==> config.mk <==
export PLATFORM = sky130hd
export DESIGN_NAME = fetch_stage_flat
export DESIGN_NICKNAME = d
export VERILOG_FILES = /design/src/rtl/fetch_stage_if.sv /design/src/rtl/fetch_stage.sv /design/src/flat_wrapper.sv
export SDC_FILE = /design/constraint.sdc
export NUM_CORES = 1
export LEC_CHECK = 0
export ABC_AREA = 1
export BUFFER_PORTS_ARGS = -buffer_cell sky130_fd_sc_hd__buf_2
export CAP_MARGIN = 10
export CORE_MARGIN = 3
export CORE_UTILIZATION = 45
export CTS_CLUSTER_SIZE = 28
export DETAILED_ROUTE_END_ITERATION = 6
export PLACE_DENSITY_LB_ADDON = 0.25
export SLEW_MARGIN = 20
export SYNTH_ARGS = -nofsm -noshare
export SYNTH_HDL_FRONTEND = slang
export SYNTH_SLANG_ARGS = --single-unit
==> constraint.sdc <==
create_clock -name clock -period 27.2 [get_ports clock]
set_input_delay 5.44 -clock clock [delete_from_list [all_inputs] [get_ports clock]]
set_output_delay 5.44 -clock clock [all_outputs]
set_load 0.005 [all_outputs]
==> src/rtl/fetch_stage_if.sv <==
// Instruction-memory request/response channel between the fetch stage and imem.
// One request is outstanding at most; a response is a single-cycle rvalid pulse.
interface fetch_stage_if #(
  parameter int unsigned XLEN = 64
);
  logic            imem_req;
  logic [XLEN-1:0] imem_addr;
  logic            imem_rvalid;
  logic [31:0]     imem_rdata;

  modport master (
    output imem_req,
    output imem_addr,
    input  imem_rvalid,
    input  imem_rdata
  );

  modport slave (
    input  imem_req,
    input  imem_addr,
    output imem_rvalid,
    output imem_rdata
  );
endinterface

==> src/rtl/fetch_stage.sv <==
// RISC-V instruction-fetch stage: owns the PC, fetches one word at a time from imem and
// holds it in the IF/ID register backed by a one-entry skid buffer; handles stall and redirect.
module fetch_stage #(
  parameter int unsigned     XLEN      = 64,
  parameter logic [XLEN-1:0] RESET_PC  = '0,
  parameter logic [31:0]     NOP_INSTR = 32'h0000_0013
) (
  input  logic            clock,
  input  logic            reset,
  input  logic            stall,
  input  logic            branch_taken,
  input  logic [XLEN-1:0] branch_target,
  fetch_stage_if.master   imem,
  output logic            if_valid,
  output logic [XLEN-1:0] if_pc,
  output logic [31:0]     if_instr,
  output logic [6:0]      opcode
);

  localparam logic [XLEN-1:0] ResetPcAligned = {RESET_PC[XLEN-1:2], 2'b00};
  localparam logic [XLEN-1:0] PcStep         = {{(XLEN-3){1'b0}}, 3'b100};

  typedef enum logic [1:0] {
    StIdle,
    StIssue,
    StWait,
    StFull
  } stateT;

  stateT           stateQ, stateD;
  logic [XLEN-1:0] pcQ, pcD;
  logic            ifValidQ, ifValidD;
  logic [XLEN-1:0] ifPcQ, ifPcD;
  logic [31:0]     ifInstrQ, ifInstrD;
  logic [XLEN-1:0] skidPcQ, skidPcD;
  logic [31:0]     skidInstrQ, skidInstrD;
  logic            discardQ, discardD;

  logic            ifFree;
  logic            respInWait;
  logic [XLEN-1:0] pcPlus4;

  assign ifFree     = !ifValidQ || !stall;
  assign respInWait = (stateQ == StWait) && imem.imem_rvalid;
  assign pcPlus4    = pcQ + PcStep;

  always_ff @(posedge clock or posedge reset) begin
    if (reset) begin
      stateQ     <= StIdle;
      pcQ        <= ResetPcAligned;
      ifValidQ   <= 1'b0;
      ifPcQ      <= '0;
      ifInstrQ   <= NOP_INSTR;
      skidPcQ    <= '0;
      skidInstrQ <= NOP_INSTR;
      discardQ   <= 1'b0;
    end else begin
      stateQ     <= stateD;
      pcQ        <= pcD;
      ifValidQ   <= ifValidD;
      ifPcQ      <= ifPcD;
      ifInstrQ   <= ifInstrD;
      skidPcQ    <= skidPcD;
      skidInstrQ <= skidInstrD;
      discardQ   <= discardD;
    end
  end

  always_comb begin
    stateD = stateQ;
    unique case (stateQ)
      StIdle:  stateD = StIssue;
      StIssue: stateD = StWait;
      StWait: begin
        if (imem.imem_rvalid) begin
          stateD = (discardQ || ifFree) ? StIssue : StFull;
        end
      end
      StFull: begin
        if (!stall) begin
          stateD = StIssue;
        end
      end
      default: stateD = StIdle;
    endcase
    // A redirect with a request in flight must still wait for that response to drain.
    if (branch_taken) begin
      if (stateQ == StWait) begin
        stateD = imem.imem_rvalid ? StIssue : StWait;
      end else if (stateQ == StIssue) begin
        stateD = StWait;
      end else begin
        stateD = StIssue;
      end
    end
  end

  always_comb begin
    pcD        = pcQ;
    ifValidD   = ifValidQ;
    ifPcD      = ifPcQ;
    ifInstrD   = ifInstrQ;
    skidPcD    = skidPcQ;
    skidInstrD = skidInstrQ;
    discardD   = discardQ;

    if (ifValidQ && !stall) begin
      ifValidD = 1'b0;
      ifInstrD = NOP_INSTR;
    end

    if (branch_taken) begin
      pcD        = {branch_target[XLEN-1:2], 2'b00};
      ifValidD   = 1'b0;
      ifInstrD   = NOP_INSTR;
      skidInstrD = NOP_INSTR;
      // Only a response still to come needs dropping; one arriving now is dropped directly.
      discardD   = (stateQ == StIssue) || ((stateQ == StWait) && !imem.imem_rvalid);
    end else if (respInWait) begin
      if (discardQ) begin
        discardD = 1'b0;
      end else if (ifFree) begin
        ifValidD = 1'b1;
        ifInstrD = imem.imem_rdata;
        ifPcD    = pcQ;
        pcD      = pcPlus4;
      end else begin
        skidInstrD = imem.imem_rdata;
        skidPcD    = pcQ;
      end
    end else if ((stateQ == StFull) && !stall) begin
      ifValidD = 1'b1;
      ifInstrD = skidInstrQ;
      ifPcD    = skidPcQ;
      pcD      = pcPlus4;
    end
  end

  always_comb begin
    imem.imem_req  = (stateQ == StIssue);
    imem.imem_addr = pcQ;
    if_valid       = ifValidQ;
    if_pc          = ifPcQ;
    if_instr       = ifInstrQ;
    opcode         = ifInstrQ[6:0];
  end

  pcAligned: assert property (@(posedge clock) disable iff (reset) pcQ[1:0] == 2'b00);
  singleCycleReq: assert property (@(posedge clock) disable iff (reset)
    !(imem.imem_req && $past(imem.imem_req)));

endmodule

==> src/flat_wrapper.sv <==
// flat-port wrapper written by rule: the top's interface ports become plain ports
module fetch_stage_flat 
#(
  parameter int unsigned     XLEN      = 64,
  parameter logic [XLEN-1:0] RESET_PC  = '0,
  parameter logic [31:0]     NOP_INSTR = 32'h0000_0013
)
  (clock, reset, stall, branch_taken, branch_target, if_valid, if_pc, if_instr, opcode, imem_imem_req, imem_imem_addr, imem_imem_rvalid, imem_imem_rdata);
  fetch_stage_if #(.XLEN(XLEN)) imem_i ();
  input  logic clock;
  input  logic reset;
  input  logic stall;
  input  logic branch_taken;
  input  logic [XLEN-1:0] branch_target;
  output logic if_valid;
  output logic [XLEN-1:0] if_pc;
  output logic [31:0] if_instr;
  output logic [6:0] opcode;
  output wire logic [$bits(imem_i.imem_req)-1:0] imem_imem_req;
  output wire logic [$bits(imem_i.imem_addr)-1:0] imem_imem_addr;
  input wire logic [$bits(imem_i.imem_rvalid)-1:0] imem_imem_rvalid;
  input wire logic [$bits(imem_i.imem_rdata)-1:0] imem_imem_rdata;
  assign imem_imem_req = imem_i.imem_req;
  assign imem_imem_addr = imem_i.imem_addr;
  assign imem_i.imem_rvalid = imem_imem_rvalid;
  assign imem_i.imem_rdata = imem_imem_rdata;
  fetch_stage #(.XLEN(XLEN), .RESET_PC(RESET_PC), .NOP_INSTR(NOP_INSTR)) u_core (.clock(clock), .reset(reset), .stall(stall), .branch_taken(branch_taken), .branch_target(branch_target), .imem(imem_i), .if_valid(if_valid), .if_pc(if_pc), .if_instr(if_instr), .opcode(opcode));
endmodule
======== Word level (Yosys, flattened, before mapping) ========
Cells that the tools add are included.
operators by class
  add/subtract/negate cells ............... 1
  equal/unequal tests ..................... 11
  muxes and demuxes ....................... 35
  bitwise logic cells ..................... 3
  reductions and logical operators ........ 19
operators with widths
  operator                                              count
  2-to-1 mux 64 bit                                     9
  2-to-1 mux 32 bit                                     10
  adder 64 x 3 -> 64 bit (second input constant)        1
  2-to-1 mux 2 bit                                      7
  != test 3 bit (second input constant)                 3
  2-to-1 mux 1 bit                                      8
  case mux 2 bit (4 select lines)                       1
  AND reduction 4 bit                                   2
  != test 2 bit (second input constant)                 3
  AND reduction 3 bit                                   2
  equality test 2 bit (second input constant)           2
  logical AND 1 bit                                     4
  nonzero test 2 bit                                    2
  zero test 1 bit                                       3
  logical OR 1 bit                                      3
  != test 3 x 2 -> 1 bit (second input constant)        1
  NOT 1 bit                                             3
  nonzero test 3 bit                                    1
  equality test 2 x 1 -> 1 bit (second input constant)  1
  zero test 2 bit                                       1
  != test 2 x 1 -> 1 bit (second input constant)        1
  AND reduction 2 bit                                   1
word-level totals
  flip-flop bits (word level) ............. 260
  output and inout bits ................... 169
  word-level logic and storage cells ...... 77

======== Logic depth before layout (Yosys ltp) ========
Gate-level depths: netlist of the first run.
  depth after elaboration ................. 7
  mapped depth ............................ 12

======== Worst setup path before layout of the first run ========
Ideal clock, no wire load.
  path type ............................... input port to flip-flop
  start ................................... in branch_taken
  end ..................................... reg u_core.pcQ[5] (netlist: u_core.imem.imem_addr[5])
  arrival ................................. 6.434 ns
  required time ........................... 27.114 ns
  setup slack ............................. 20.680 ns
  stages .................................. 6
  buffers on the path ..................... 3
  path through ............................ buf_2 -> inv_2 -> buf_2 -> clkbuf_1 -> o21ai_0 -> a32oi_1
between the ends
  longest elaborated chain between the ends .. 2
  elaborated cells between the ends (all ways) .. 5
  classes of those cells .................. 2 x eq/ne; 1 x mux; 2 x reduce/logical
ends and longest elaborated chain
  what                                             RTL line            RTL
  from (decl)                                      flat_wrapper.sv:13  input logic branch_taken;
  != test 3 bit (no line) (tied with other cells)  n/a
  AND reduction 3 bit (no line)                    n/a
  to (signal assigned)                             fetch_stage.sv:50   pcQ <= ResetPcAligned;
  to (signal assigned)                             fetch_stage.sv:59   pcQ <= pcD;
  to (decl)                                        fetch_stage.sv:31   logic [XLEN-1:0] pcQ, pcD;
Parallel ways exist; a longest one is shown, timed or not.
A chain may end at the register's enable or synchronous reset.

======== Final worst setup path of the first run ========
  start ................................... in imem_imem_rvalid
  end ..................................... reg u_core.pcQ[39] (netlist: u_core.imem.imem_addr[39])
between the ends
  longest elaborated chain between the ends .. 3
  elaborated cells between the ends (all ways) .. 7
  classes of those cells .................. 2 x eq/ne; 2 x mux; 3 x reduce/logical
ends and longest elaborated chain
  what                                                                       RTL line            RTL
  from (decl)                                                                flat_wrapper.sv:21  input wire logic [$bits(imem_i.imem_rvalid)-1:0] imem_imem_rvalid;
  logical AND 1 bit *                                                        fetch_stage.sv:44   assign respInWait = (stateQ == StWait) && imem.imem_rvalid;
  != test 3 bit (no line) (tied with other cells)                            n/a
  AND reduction 3 bit (no line) / 2-to-1 mux 64 bit (equally long branches)  n/a
Mark *: on every way between the ends. The rest lies on a longest branch, timed or not.

==> results of run 1 <==
[where the power goes]
group,total [mW],switching [mW],internal (mW)
Combinational,0.472,0.289,0.183
Sequential,0.594,0.109,0.485
Clock,0.399,0.156,0.242
[layout make-up]
type | count | area (µm²)
inverters | 169 | 642
clock inverters | 5 | 125
multi-input cells | 1342 | 6170
fillers | 2950 | 13800
flip-flops and latches | 254 | 6360
repair buffers | 273 | 1400
well taps | 390 | 488
clock buffers | 47 | 823
[worst min-delay path by stage]
stage | start | end | cells after the start
after global routing | u_core.skidInstrQ[1]$_DFFE_PP1P_ | u_core.skidInstrQ[1]$_DFFE_PP1P_ | 2
final | u_core.skidInstrQ[1]$_DFFE_PP1P_ | u_core.skidInstrQ[1]$_DFFE_PP1P_ | 2
after floorplan | u_core.skidInstrQ[1]$_DFFE_PP1P_ | u_core.skidInstrQ[1]$_DFFE_PP1P_ | 2
after detailed placement | u_core.skidInstrQ[1]$_DFFE_PP1P_ | u_core.skidInstrQ[1]$_DFFE_PP1P_ | 2
after global placement | u_core.skidInstrQ[4]$_DFFE_PP1P_ | u_core.skidInstrQ[4]$_DFFE_PP1P_ | 2
after CTS | u_core.skidInstrQ[1]$_DFFE_PP1P_ | u_core.skidInstrQ[1]$_DFFE_PP1P_ | 2
[registers in the layout, summed over array words and instances (netlist names)]
| name | cells |
|---|---|
| u_core.if_instr | 32 |
| u_core.if_pc | 62 |
| u_core.skidPcQ | 62 |
| u_core.skidInstrQ | 32 |
| u_core.stateQ | 2 |
| u_core.if_valid | 1 |
| u_core.discardQ | 1 |
| u_core.imem.imem_addr | 62 |
[cells in the final DEF, fill, tap and decap left out, types with 5 or more instances in the layout]
master / synthesis / layout
sky130_fd_sc_hd__o31ai_1: 18 / 18
sky130_fd_sc_hd__nand4_1: 13 / 13
sky130_fd_sc_hd__buf_2: 30 / 263
sky130_fd_sc_hd__nand2_1: 584 / 582
sky130_fd_sc_hd__nand3_1: 72 / 72
sky130_fd_sc_hd__o21ai_0: 54 / 54
sky130_fd_sc_hd__clkbuf_1: 51 / 15
sky130_fd_sc_hd__clkbuf_16: 0 / 29
sky130_fd_sc_hd__a32o_1: 12 / 12
sky130_fd_sc_hd__o22ai_1: 12 / 12
sky130_fd_sc_hd__nor2_4: 7 / 8
sky130_fd_sc_hd__dfstp_2: 6 / 6
sky130_fd_sc_hd__dfrtp_1: 248 / 248
sky130_fd_sc_hd__a31oi_1: 64 / 64
sky130_fd_sc_hd__inv_1: 158 / 157
sky130_fd_sc_hd__nand2_2: 10 / 11
sky130_fd_sc_hd__nor2_1: 274 / 274
sky130_fd_sc_hd__buf_4: 20 / 9
sky130_fd_sc_hd__a22oi_1: 5 / 5
sky130_fd_sc_hd__inv_2: 10 / 10
sky130_fd_sc_hd__a21oi_1: 62 / 62
sky130_fd_sc_hd__o21ai_1: 86 / 86
sky130_fd_sc_hd__o211ai_1: 18 / 18
sky130_fd_sc_hd__nor3_1: 6 / 6
sky130_fd_sc_hd__a22o_1: 18 / 18
[stage by stage]
| step | util, % | area (µm²) |
|---|---|---|
| 2_1_floorplan | - | 13700 |
| 3_3_place_gp | 50.5 | 15100 |
| 3_5_place_dp | 50.5 | 15100 |
| 4_1_cts | 53.7 | 16000 |
| 5_1_grt | 53.7 | 16000 |
| 6_report | 53.7 | 16000 |
[routing by layer]
| metal | global-route usage, % | up-vias | part of all wire, % |
|---|---|---|---|
| met5 | 0 | - | 0 |
| met4 | 9.55 | 0 | 3.6 |
| met3 | 3.84 | 91 | 7.3 |
| met2 | 42.0 | 539 | 45 |
| met1 | 36.9 | 6287 | 44 |
| li1 | - | 6451 | - |
[logic make-up after synthesis]
| logic type | Yosys count |
|---|---|
| compound gates | 355 |
| fa+ha+maj | 4 |
| buf+inv | 276 |
| flops | 254 |
| other cells | 1 |
| simple gates | 979 |
[worst max-delay path, cell delays in order]
cell and delay [ps]:
sky130_fd_sc_hd__buf_2 110, sky130_fd_sc_hd__nand2_2 40, sky130_fd_sc_hd__buf_4 610, sky130_fd_sc_hd__inv_2 40
sky130_fd_sc_hd__buf_4 370, sky130_fd_sc_hd__nand2_1 170, sky130_fd_sc_hd__nand3_2 720, sky130_fd_sc_hd__inv_2 600
sky130_fd_sc_hd__buf_4 650, sky130_fd_sc_hd__nor2_1 130, sky130_fd_sc_hd__nand2_1 100, sky130_fd_sc_hd__o21ai_1 70
==> flow_summary.rst, run 1 <==
.. list-table::
   :header-rows: 1

   * - Metric
     - Value
   * - Total global routing track utilization
     - 26.4%
   * - Sum of negative setup slack
     - 0 ps
   * - Dpl hpwl
     - approximately 30,000 µm
   * - Dominant cell by count in the synthesized netlist
     - sky130_fd_sc_hd__nand2_1
   * - DR WL/cell
     - approximately 18 µm
   * - Post-route DRC
     - 0
   * - Mapped Area
     - around 14,000 µm²
   * - Endpoints failing hold
     - 0
   * - Crit Path Max Fanout
     - just under 70
   * - Initial core utilization
     - 45.8%
   * - Required time worst endpoint
     - between 20,000 and 30,000 ps
   * - Fmax
     - 0.114 GHz
   * - Share of the synthesized area in the top cell type
     - between 40% and 50%
   * - Critical Path Sink
     - u_core.imem.imem_addr[39]$_DFFE_PP0P_
   * - Placement Setup Slack
     - about 18,000 ps
   * - Compound-gate portion of the synthesized area
     - about 16%
   * - DIE HEIGHT
     - ~180 µm
   * - Area grow syn2layout
     - 17.2%
   * - Library cells used by synthesis
     - 38
   * - Outcome
     - completed
   * - Least setup slack across all paths after layout
     - roughly 18,000 ps
   * - Per-instance average area after synthesis
     - between 7 and 8 µm²
   * - Maximum number of pins on one net before global-route repair
     - 128
   * - Unrepaired setup endpoints after global routing
     - no
   * - Post-Layout Cell Count
     - between 2k and 2.5k
   * - Cell count after synthesis
     - roughly 1.9k
   * - First-pass GRT wire length
     - roughly 71,000 µm
   * - Die area
     - 32,500 µm²
   * - Slew margin rel.
     - approximately a quarter
   * - Number of buffers on the longest clock path
     - 3
   * - Critical setup path kind
     - in -> reg
   * - CTS Root Buffer Type
     - sky130_fd_sc_hd__clkbuf_16
   * - Placeable core area
     - a little under 30,000 µm²
   * - Leakage Power
     - between 7 and 8 nW
   * - H-tree lvl count
     - 1
   * - Ranking of synthesized cells by area
     - sky130_fd_sc_hd__dfrtp_1, sky130_fd_sc_hd__nand2_1, sky130_fd_sc_hd__nor2_1, sky130_fd_sc_hd__inv_1, sky130_fd_sc_hd__o21ai_1
   * - Final Setup Violations
     - 0
   * - Number of antenna-violating nets in the routed design
     - 0
   * - Mean number of vias per cell
     - between 5 and 6
   * - Clock buffers created by TritonCTS
     - 28
   * - Hold Path Class
     - reg -> reg
   * - Sinks on Clock Net
     - between 200 and 300
   * - Most frequent cells after synthesis
     - sky130_fd_sc_hd__nand2_1, sky130_fd_sc_hd__nor2_1, sky130_fd_sc_hd__dfrtp_1
   * - Arrival @ worst endpoint
     - between 9000 and 10,000 ps
   * - Number of max-capacitance violations reported
     - 0
   * - Shortest clock period the worst path allows after layout
     - a little under 9000 ps
   * - Reg2Reg Launch Point
     - u_core.stateQ[0]$_DFFE_PP0P_
   * - Vias post-DR
     - between 10k and 15k
   * - Post-Synth XOR/XNOR Area
     - 0%
   * - Final Hold Slack
     - about 460 ps
   * - Number of warnings issued by yosys
     - 0
   * - Number of optimization iterations in the first detailed-route pass
     - 6
   * - Slack of the worst reg-to-reg path
     - around 23,000 ps
   * - Adder-cell share of the synthesized area
     - less than 1%
   * - Proportion of layout cells with a drive suffix above 1
     - between 15 and 20%
   * - Number of antenna violations at the first check in global routing
     - 0
   * - FFs w/ async S/R, synth
     - 100%
   * - Final RePlAce weighted congestion
     - around 0.94
   * - Synthesized-area fraction occupied by and/or/nand/nor cells
     - ~29%
   * - Slew of the pin with the lowest slew margin
     - 1130 ps
   * - Top_reg_cell synth
     - sky130_fd_sc_hd__dfrtp_1
   * - Remaining global-route overflow
     - 0
   * - Launching element of the worst setup path
     - imem_imem_rvalid
   * - Critical path startpoint category
     - primary input
   * - Vias in the first global route
     - 12.8k
   * - Part of the Yosys area used for sequential elements
     - 46.6%
   * - Number of hold buffers added after cts
     - 0
   * - Number of setup buffers added after CTS
     - 0
   * - Total wirelength of the detailed-routed design
     - around 44,000 µm
   * - Total power after layout
     - roughly 1.5 mW
   * - Max-slew violation count
     - 0
   * - Mux cell area share after synthesis
     - 0%
   * - CTS tree
     - built
   * - Clock Latency Late Sink
     - around 550 ps
   * - VDD IR max
     - around 0.046 mV
   * - Row cnt
     - 63
   * - Setup clock skew after layout
     - around 9 ps
   * - Horiz. Die Dim
     - approximately 180 µm
   * - Final worst path period share
     - ~32%
   * - Capture instance of the worst register-to-register path
     - u_core.imem.imem_addr[39]$_DFFE_PP0P_
   * - Clock transition time at the flip-flop clock pins of the worst setup and hold paths
     - ~70 ps
   * - Count of buffers inserted at the top-level ports
     - between 200 and 300
   * - Post-synth EDFFs
     - 0
   * - Antenna Diode Count
     - 0
   * - Iteration-0 DRC count of the detailed router
     - 1,191
   * - Ports
     - 270
   * - Power per unit of standard cell area
     - approximately 90 nW/µm²
   * - Count of state elements after synthesis
     - roughly 250
   * - Dominant combinational cell family by area after synthesis
     - simple AND/OR/NAND/NOR gates
   * - Number of cells on the worst reg-to-reg path
     - 13
   * - Endpoint type of the worst setup path
     - flip-flop
   * - Placed instance count
     - 2,428
   * - Total of cells resized after clock tree synthesis
     - 0
   * - Final Net Count
     - ~2.2k
   * - Most area-hungry cell type in the Yosys netlist
     - sky130_fd_sc_hd__dfrtp_1
Power figures use the tool's default switching activity.
==> inputs of run 2 (changes only) <==
Clock period 27.2 ns to 8.3 ns, I/O delays scaled along.
==> run 2 against run 1 <==
  * Global-route usage fell by 0.60 points
  * Clock power increased to 3.3 times the previous value
  * Register-to-register slack got worse by 19000 ps
  * Clock skew rose by 4.9 ps
  * Worst hold slack gained 4.0 ps
  * Via count is 0.34% lower
  * Sequential power rose to 3.3 times the previous value
  * Wire length shrank 1.2%
  * Non-clock buffer count is 2 higher
  * Setup slack got worse by 15000 ps
==> flow_summary.rst, run 2 (synthesis gave the netlist of run 1 again) <==
.. list-table::
   :header-rows: 1

   * - Metric
     - Value
   * - Outcome
     - completed
   * - Dpl hpwl
     - around 30,000 µm
   * - Slew of the pin with the lowest slew margin
     - around 1100 ps
   * - Number of optimization iterations in the first detailed-route pass
     - 6
   * - Total wirelength of the detailed-routed design
     - about 43,000 µm
   * - Clock Latency Late Sink
     - about 550 ps
   * - Maximum number of pins on one net before global-route repair
     - 122
   * - Total global routing track utilization
     - 25.8%
   * - Clock transition time at the flip-flop clock pins of the worst setup and hold paths
     - approximately 60 ps
   * - Clock buffers created by TritonCTS
     - 29
   * - Hold Path Class
     - reg -> reg
   * - Max-slew violation count
     - 0
   * - Fmax
     - between 0.2 and 0.25 GHz
   * - FILL cells
     - just under 3k
   * - Endpoint type of the worst setup path
     - flip-flop
   * - Slew margin rel.
     - ~29%
   * - Reg power frac
     - between 40% and 50%
   * - Area grow syn2layout
     - 17.6%
   * - Power per unit of standard cell area
     - approximately 300 nW/µm²
   * - Post-route DRC
     - 0
   * - Sw Ratio
     - about 38%
   * - Initial core utilization
     - approximately 46%
   * - Number of max-capacitance violations reported
     - 0
   * - Critical path startpoint category
     - primary input
   * - Placeable core area
     - roughly 30,000 µm²
   * - Final RePlAce weighted congestion
     - between 0.9 and 1
   * - Iteration-0 DRC count of the detailed router
     - 1,033
   * - Commonest cells after routing, fill and taps aside
     - sky130_fd_sc_hd__nand2_1, sky130_fd_sc_hd__nor2_1, sky130_fd_sc_hd__buf_2
   * - Horiz. Die Dim
     - 180 µm
   * - Final worst path period share
     - a little under three fifths
   * - DR WL/cell
     - roughly 17 µm
   * - Leakage Power
     - 7.98 nW
   * - Number of hold buffers added after cts
     - 0
   * - Endpoints failing hold
     - 0
   * - Power share of the combinational group
     - roughly a third
   * - Crit Path Max Fanout
     - 81
   * - Ports
     - 270
   * - Arrival @ worst endpoint
     - 5140 ps
   * - Clk pwr share
     - roughly 27%
   * - Vias post-DR
     - 13.3k
   * - Number of antenna violations at the first check in global routing
     - 0
   * - DIE HEIGHT
     - 180 µm
   * - Number of antenna-violating nets in the routed design
     - 0
   * - Sum of negative setup slack
     - 0 ps
   * - Count of buffers inserted at the top-level ports
     - roughly 260
   * - Unrepaired setup endpoints after global routing
     - no
   * - Final Net Count
     - about 2.2k
   * - CTS tree
     - built
   * - First-pass GRT wire length
     - 69,200 µm
   * - Number of setup buffers added after CTS
     - 0
   * - Total of cells resized after clock tree synthesis
     - 0
   * - Mean number of vias per cell
     - about 5.4
   * - H-tree lvl count
     - 1
   * - Shortest clock period the worst path allows after layout
     - between 4000 and 5000 ps
   * - VDD IR max
     - ~0.17 mV
   * - CTS Root Buffer Type
     - sky130_fd_sc_hd__clkbuf_16
   * - Final Setup Violations
     - 0
   * - Vias in the first global route
     - between 10k and 15k
   * - Required time worst endpoint
     - ~8700 ps
   * - Sinks on Clock Net
     - 254
   * - GRT Max-Usage Layer
     - met2
   * - Total power after layout
     - approximately 4.8 mW
   * - Number of buffers on the longest clock path
     - 3
   * - Setup clock skew after layout
     - roughly 14 ps
   * - Die area
     - between 30,000 and 40,000 µm²
   * - Met1 usage
     - roughly 36%
   * - Net switching power
     - 1.81 mW
   * - Critical setup path kind
     - in -> reg
   * - Internal cell power
     - 2.97 mW
   * - Remaining global-route overflow
     - 0
   * - Global Route met2 Usage
     - 40.9%
   * - Proportion of layout cells with a drive suffix above 1
     - about 18%
   * - Met3 Track Usage GR
     - 3.59%
   * - Row cnt
     - 63
   * - Final Hold Slack
     - ~470 ps
   * - Antenna Diode Count
     - 0
   * - Most frequent standard cell in the layout excluding fill and tap cells
     - sky130_fd_sc_hd__nand2_1
run 2: final timing paths:
kind,start,end,slack (ps),cells after the start
max reg2reg,u_core.stateQ[0]$_DFFE_PP0P_,u_core.imem.imem_addr[29]$_DFFE_PP0P_,4110,12
max,imem_imem_rvalid,u_core.imem.imem_addr[29]$_DFFE_PP0P_,3590,11
min in group asynchronous,reset,u_core.skidPcQ[8]$_DFFE_PP0P_,1230,2
min,u_core.skidInstrQ[1]$_DFFE_PP1P_,u_core.skidInstrQ[1]$_DFFE_PP1P_,470,2
min reg2reg,u_core.skidInstrQ[1]$_DFFE_PP1P_,u_core.skidInstrQ[1]$_DFFE_PP1P_,470,2
max in group asynchronous,reset,u_core.imem.imem_addr[29]$_DFFE_PP0P_,5630,3
run 2: power groups by stage:
stage          Combinational [mW]  Sequential (mW)  Clock (mW)
2_1_floorplan               0.954             1.90           0
3_3_place_gp                 1.52             1.94           0
3_5_place_dp                 1.55             1.95           0
4_1_cts                      1.56             1.94        1.32
5_1_grt                      1.75             1.99        1.38
6_report                     1.55             1.94        1.30
run 2: worst max-delay path, cell delays in order:
cell	delay, ps
sky130_fd_sc_hd__buf_2	110
sky130_fd_sc_hd__nand2_2	50
sky130_fd_sc_hd__buf_4	610
sky130_fd_sc_hd__inv_4	460
sky130_fd_sc_hd__nand2_1	210
sky130_fd_sc_hd__nand3_2	710
sky130_fd_sc_hd__inv_2	190
sky130_fd_sc_hd__buf_4	680
sky130_fd_sc_hd__nor2_1	90
sky130_fd_sc_hd__a21oi_1	180
sky130_fd_sc_hd__inv_1	50
run 2: per-layer routing:
metal / vias to the layer above / wire [µm]
li1: 6460 / -
met1: 6229 / 18900
met2: 552 / 19600
met3: 82 / 3250
met4: 0 / 1530
met5: - / 0
run 2: layout make-up:
cell class	instances	area, µm²	share of cell area [%]
clock buffer	43	868	5.41
clock inverter	10	105	0.654
inverter	169	641	3.99
multi-input combinational	1342	6170	38.4
sequential	254	6360	39.6
tap	390	488	3.04
timing repair buffer	275	1430	8.90
run 2: through the flow:
stage	setup slack, ps	cells	cell area [µm²]	utilization [%]
after detailed placement	3030	2429	15100	50.5
after CTS	3600	2482	16000	53.8
after floorplan	3300	1872	13700	-
after global routing	3270	2483	16100	53.9
final	3590	2483	16100	53.9
after global placement	2830	2429	15100	50.5
==> inputs of run 3 (changes only) <==
Clock period 8.3 ns to 4.4 ns, I/O delays scaled along.
==> run 3 against run 2 <==
  * Combinational power up 89%
  * Non-clock buffer count grew 2
  * Critical path depth is the same
  * Final area unchanged
  * Clock power up 85%
==> flow_summary.rst, run 3 (synthesis gave the netlist of run 1 again) <==
.. list-table::
   :header-rows: 1

   * - Metric
     - Value
   * - Area taken by multi-input logic gates
     - 6170 µm²
   * - Unrepaired setup endpoints after global routing
     - no
   * - Iteration-0 DRC count of the detailed router
     - around 1.1k
   * - Number of buffers on the longest clock path
     - 3
   * - Metal-1 WL
     - about 19,000 µm
   * - Number of optimization iterations in the first detailed-route pass
     - 5
   * - Antenna Diode Count
     - 0
   * - First-pass GRT wire length
     - 69,100 µm
   * - Placeable core area
     - roughly 30,000 µm²
   * - Routed length on met3
     - ~2800 µm
   * - Area grow syn2layout
     - 17.6%
   * - Hold Path Class
     - reg -> reg
   * - Final Setup Violations
     - 0
   * - Vias in the first global route
     - about 13k
   * - Total of cells resized after clock tree synthesis
     - 0
   * - Dpl hpwl
     - around 30,000 µm
   * - Metal2 WL
     - 19,700 µm
   * - Design area
     - about 16,000 µm²
   * - Critical setup path kind
     - reg -> reg
   * - Delay of the slowest cell on the worst path
     - about 660 ps
   * - FILL cells
     - 2,889
   * - DIE HEIGHT
     - ~180 µm
   * - Endpoints failing hold
     - 0
   * - Critical path startpoint category
     - flip-flop
   * - Max-slew violation count
     - 0
   * - Leakage Power
     - roughly 8.0 nW
   * - Number of antenna-violating nets in the routed design
     - 0
   * - Clock transition time at the flip-flop clock pins of the worst setup and hold paths
     - roughly 60 ps
   * - Clock Latency Late Sink
     - 550 ps
   * - H-tree lvl count
     - 1
   * - Total power after layout
     - roughly 9 mW
   * - Arrival @ worst endpoint
     - around 3100 ps
   * - Post-placement cell area
     - approximately 15,000 µm²
   * - Count of buffers inserted at the top-level ports
     - 263
   * - Ports
     - 270
   * - Power per unit of standard cell area
     - 560 nW/µm²
   * - Fmax
     - about 0.38 GHz
   * - Final RePlAce weighted congestion
     - 0.964
   * - CTS Root Buffer Type
     - sky130_fd_sc_hd__clkbuf_16
   * - Endpoint type of the worst setup path
     - flip-flop
   * - Most common cell on crit path
     - sky130_fd_sc_hd__nand2_1
   * - Slack of the worst reg-to-reg path
     - 1760 ps
   * - Slew of the pin with the lowest slew margin
     - around 1000 ps
   * - Number of setup buffers added after CTS
     - 0
   * - Highest metal layer used by the detailed router
     - met4
   * - Shortest clock period the worst path allows after layout
     - around 2600 ps
   * - Crit Path Max Fanout
     - between 40 and 50
   * - VDD IR max
     - 0.344 mV
   * - DR WL/cell
     - 17.4 µm
   * - Initial core utilization
     - about 46%
   * - Total global routing track utilization
     - between 20 and 30%
   * - Clock buffers created by TritonCTS
     - 29
   * - Setup clock skew after layout
     - ~23 ps
   * - Final Net Count
     - 2,178
   * - CP max-delay cell
     - sky130_fd_sc_hd__inv_2
   * - Horiz. Die Dim
     - between 150 and 200 µm
   * - Slew margin rel.
     - just over 30%
   * - Mean number of vias per cell
     - between 5 and 6
   * - Most frequent standard cell in the layout excluding fill and tap cells
     - sky130_fd_sc_hd__nand2_1
   * - Sinks on Clock Net
     - approximately 250
   * - Number of antenna violations at the first check in global routing
     - 0
   * - Remaining global-route overflow
     - 0
   * - Die area
     - between 30,000 and 40,000 µm²
   * - Post-route DRC
     - 0
   * - Maximum number of pins on one net before global-route repair
     - ~190
   * - Row cnt
     - 63
   * - Final worst path period share
     - 60.0%
   * - Proportion of layout cells with a drive suffix above 1
     - between 15 and 20%
   * - Required time worst endpoint
     - 4830 ps
   * - Sum of negative setup slack
     - 0 ps
   * - Commonest cells after routing, fill and taps aside
     - sky130_fd_sc_hd__nand2_1, sky130_fd_sc_hd__nor2_1, sky130_fd_sc_hd__buf_2
   * - Cell-by-cell trace of the critical path
     - inv_1 > ha_1 > nand2_2 > inv_2 > nand2_1 > nand3_2 > inv_2 > buf_4 > nor2_1 > nand2_1 > nand2_1
   * - Total wirelength of the detailed-routed design
     - roughly 43,000 µm
   * - Vias post-DR
     - ~13k
   * - Number of hold buffers added after cts
     - 0
   * - Outcome
     - completed
   * - CTS tree
     - built
   * - Storage cell area
     - 6360 µm²
   * - Number of max-capacitance violations reported
     - 0
-- run 3: path summary, 6_finish.rpt --
path                                                  start                                    end  depth (start not counted)
min in group asynchronous                             reset            u_core.if_pc[7]$_DFFE_PP0P_                          3
setup reg to reg               u_core.stateQ[0]$_DFFE_PP0P_  u_core.imem.imem_addr[44]$_DFFE_PP0P_                         11
max in group asynchronous                             reset         u_core.skidPcQ[59]$_DFFE_PP0P_                          3
setup / recovery               u_core.stateQ[0]$_DFFE_PP0P_  u_core.imem.imem_addr[44]$_DFFE_PP0P_                         11
hold / removal             u_core.skidInstrQ[1]$_DFFE_PP1P_       u_core.skidInstrQ[1]$_DFFE_PP1P_                          2
hold reg to reg            u_core.skidInstrQ[1]$_DFFE_PP1P_       u_core.skidInstrQ[1]$_DFFE_PP1P_                          2
-- run 3: critical path, delay by kind of cell (launching register included) --
kind,cells,cell delay (ps)
DFF,1,410
buffers and inverters,4,1270
and+or+nand+nor,6,590
adders and majority gates,1,230
-- run 3: routing by layer --
layer,track usage (%),vias to the layer above
met1,36.5,6340
met5,0,-
met3,3.21,86
met2,41.2,505
li1,-,6453
met4,8.97,0
-- run 3: where the power goes --
| part | internal [mW] | switching (mW) | leakage (nW) | total (mW) |
|---|---|---|---|---|
| clock network | 1.44 | 0.959 | 0.475 | 2.40 |
| logic | 1.14 | 1.79 | 4.26 | 2.93 |
| registers | 3.00 | 0.667 | 3.25 | 3.66 |
-- run 3: area by class of cell --
class | instances | area share (%)
Clock inverter | 10 | 0.662
Sequential cell | 254 | 39.6
Inverter | 169 | 3.97
Multi-Input combinational cell | 1342 | 38.4
Timing Repair Buffer | 277 | 9.08
Tap cell | 390 | 3.04
Clock buffer | 41 | 5.23
-- run 3: through the flow --
step / hold WS (ps) / utilization (%) / worst slack, ps / instances
6_report: 465 / 53.9 / 1760 / 2483
2_1_floorplan: 444 / - / 181 / 1872
3_3_place_gp: 451 / 50.7 / 1410 / 2432
4_1_cts: 465 / 53.9 / 1790 / 2483
5_1_grt: 481 / 53.9 / 1600 / 2483
3_5_place_dp: 455 / 50.7 / 1370 / 2432
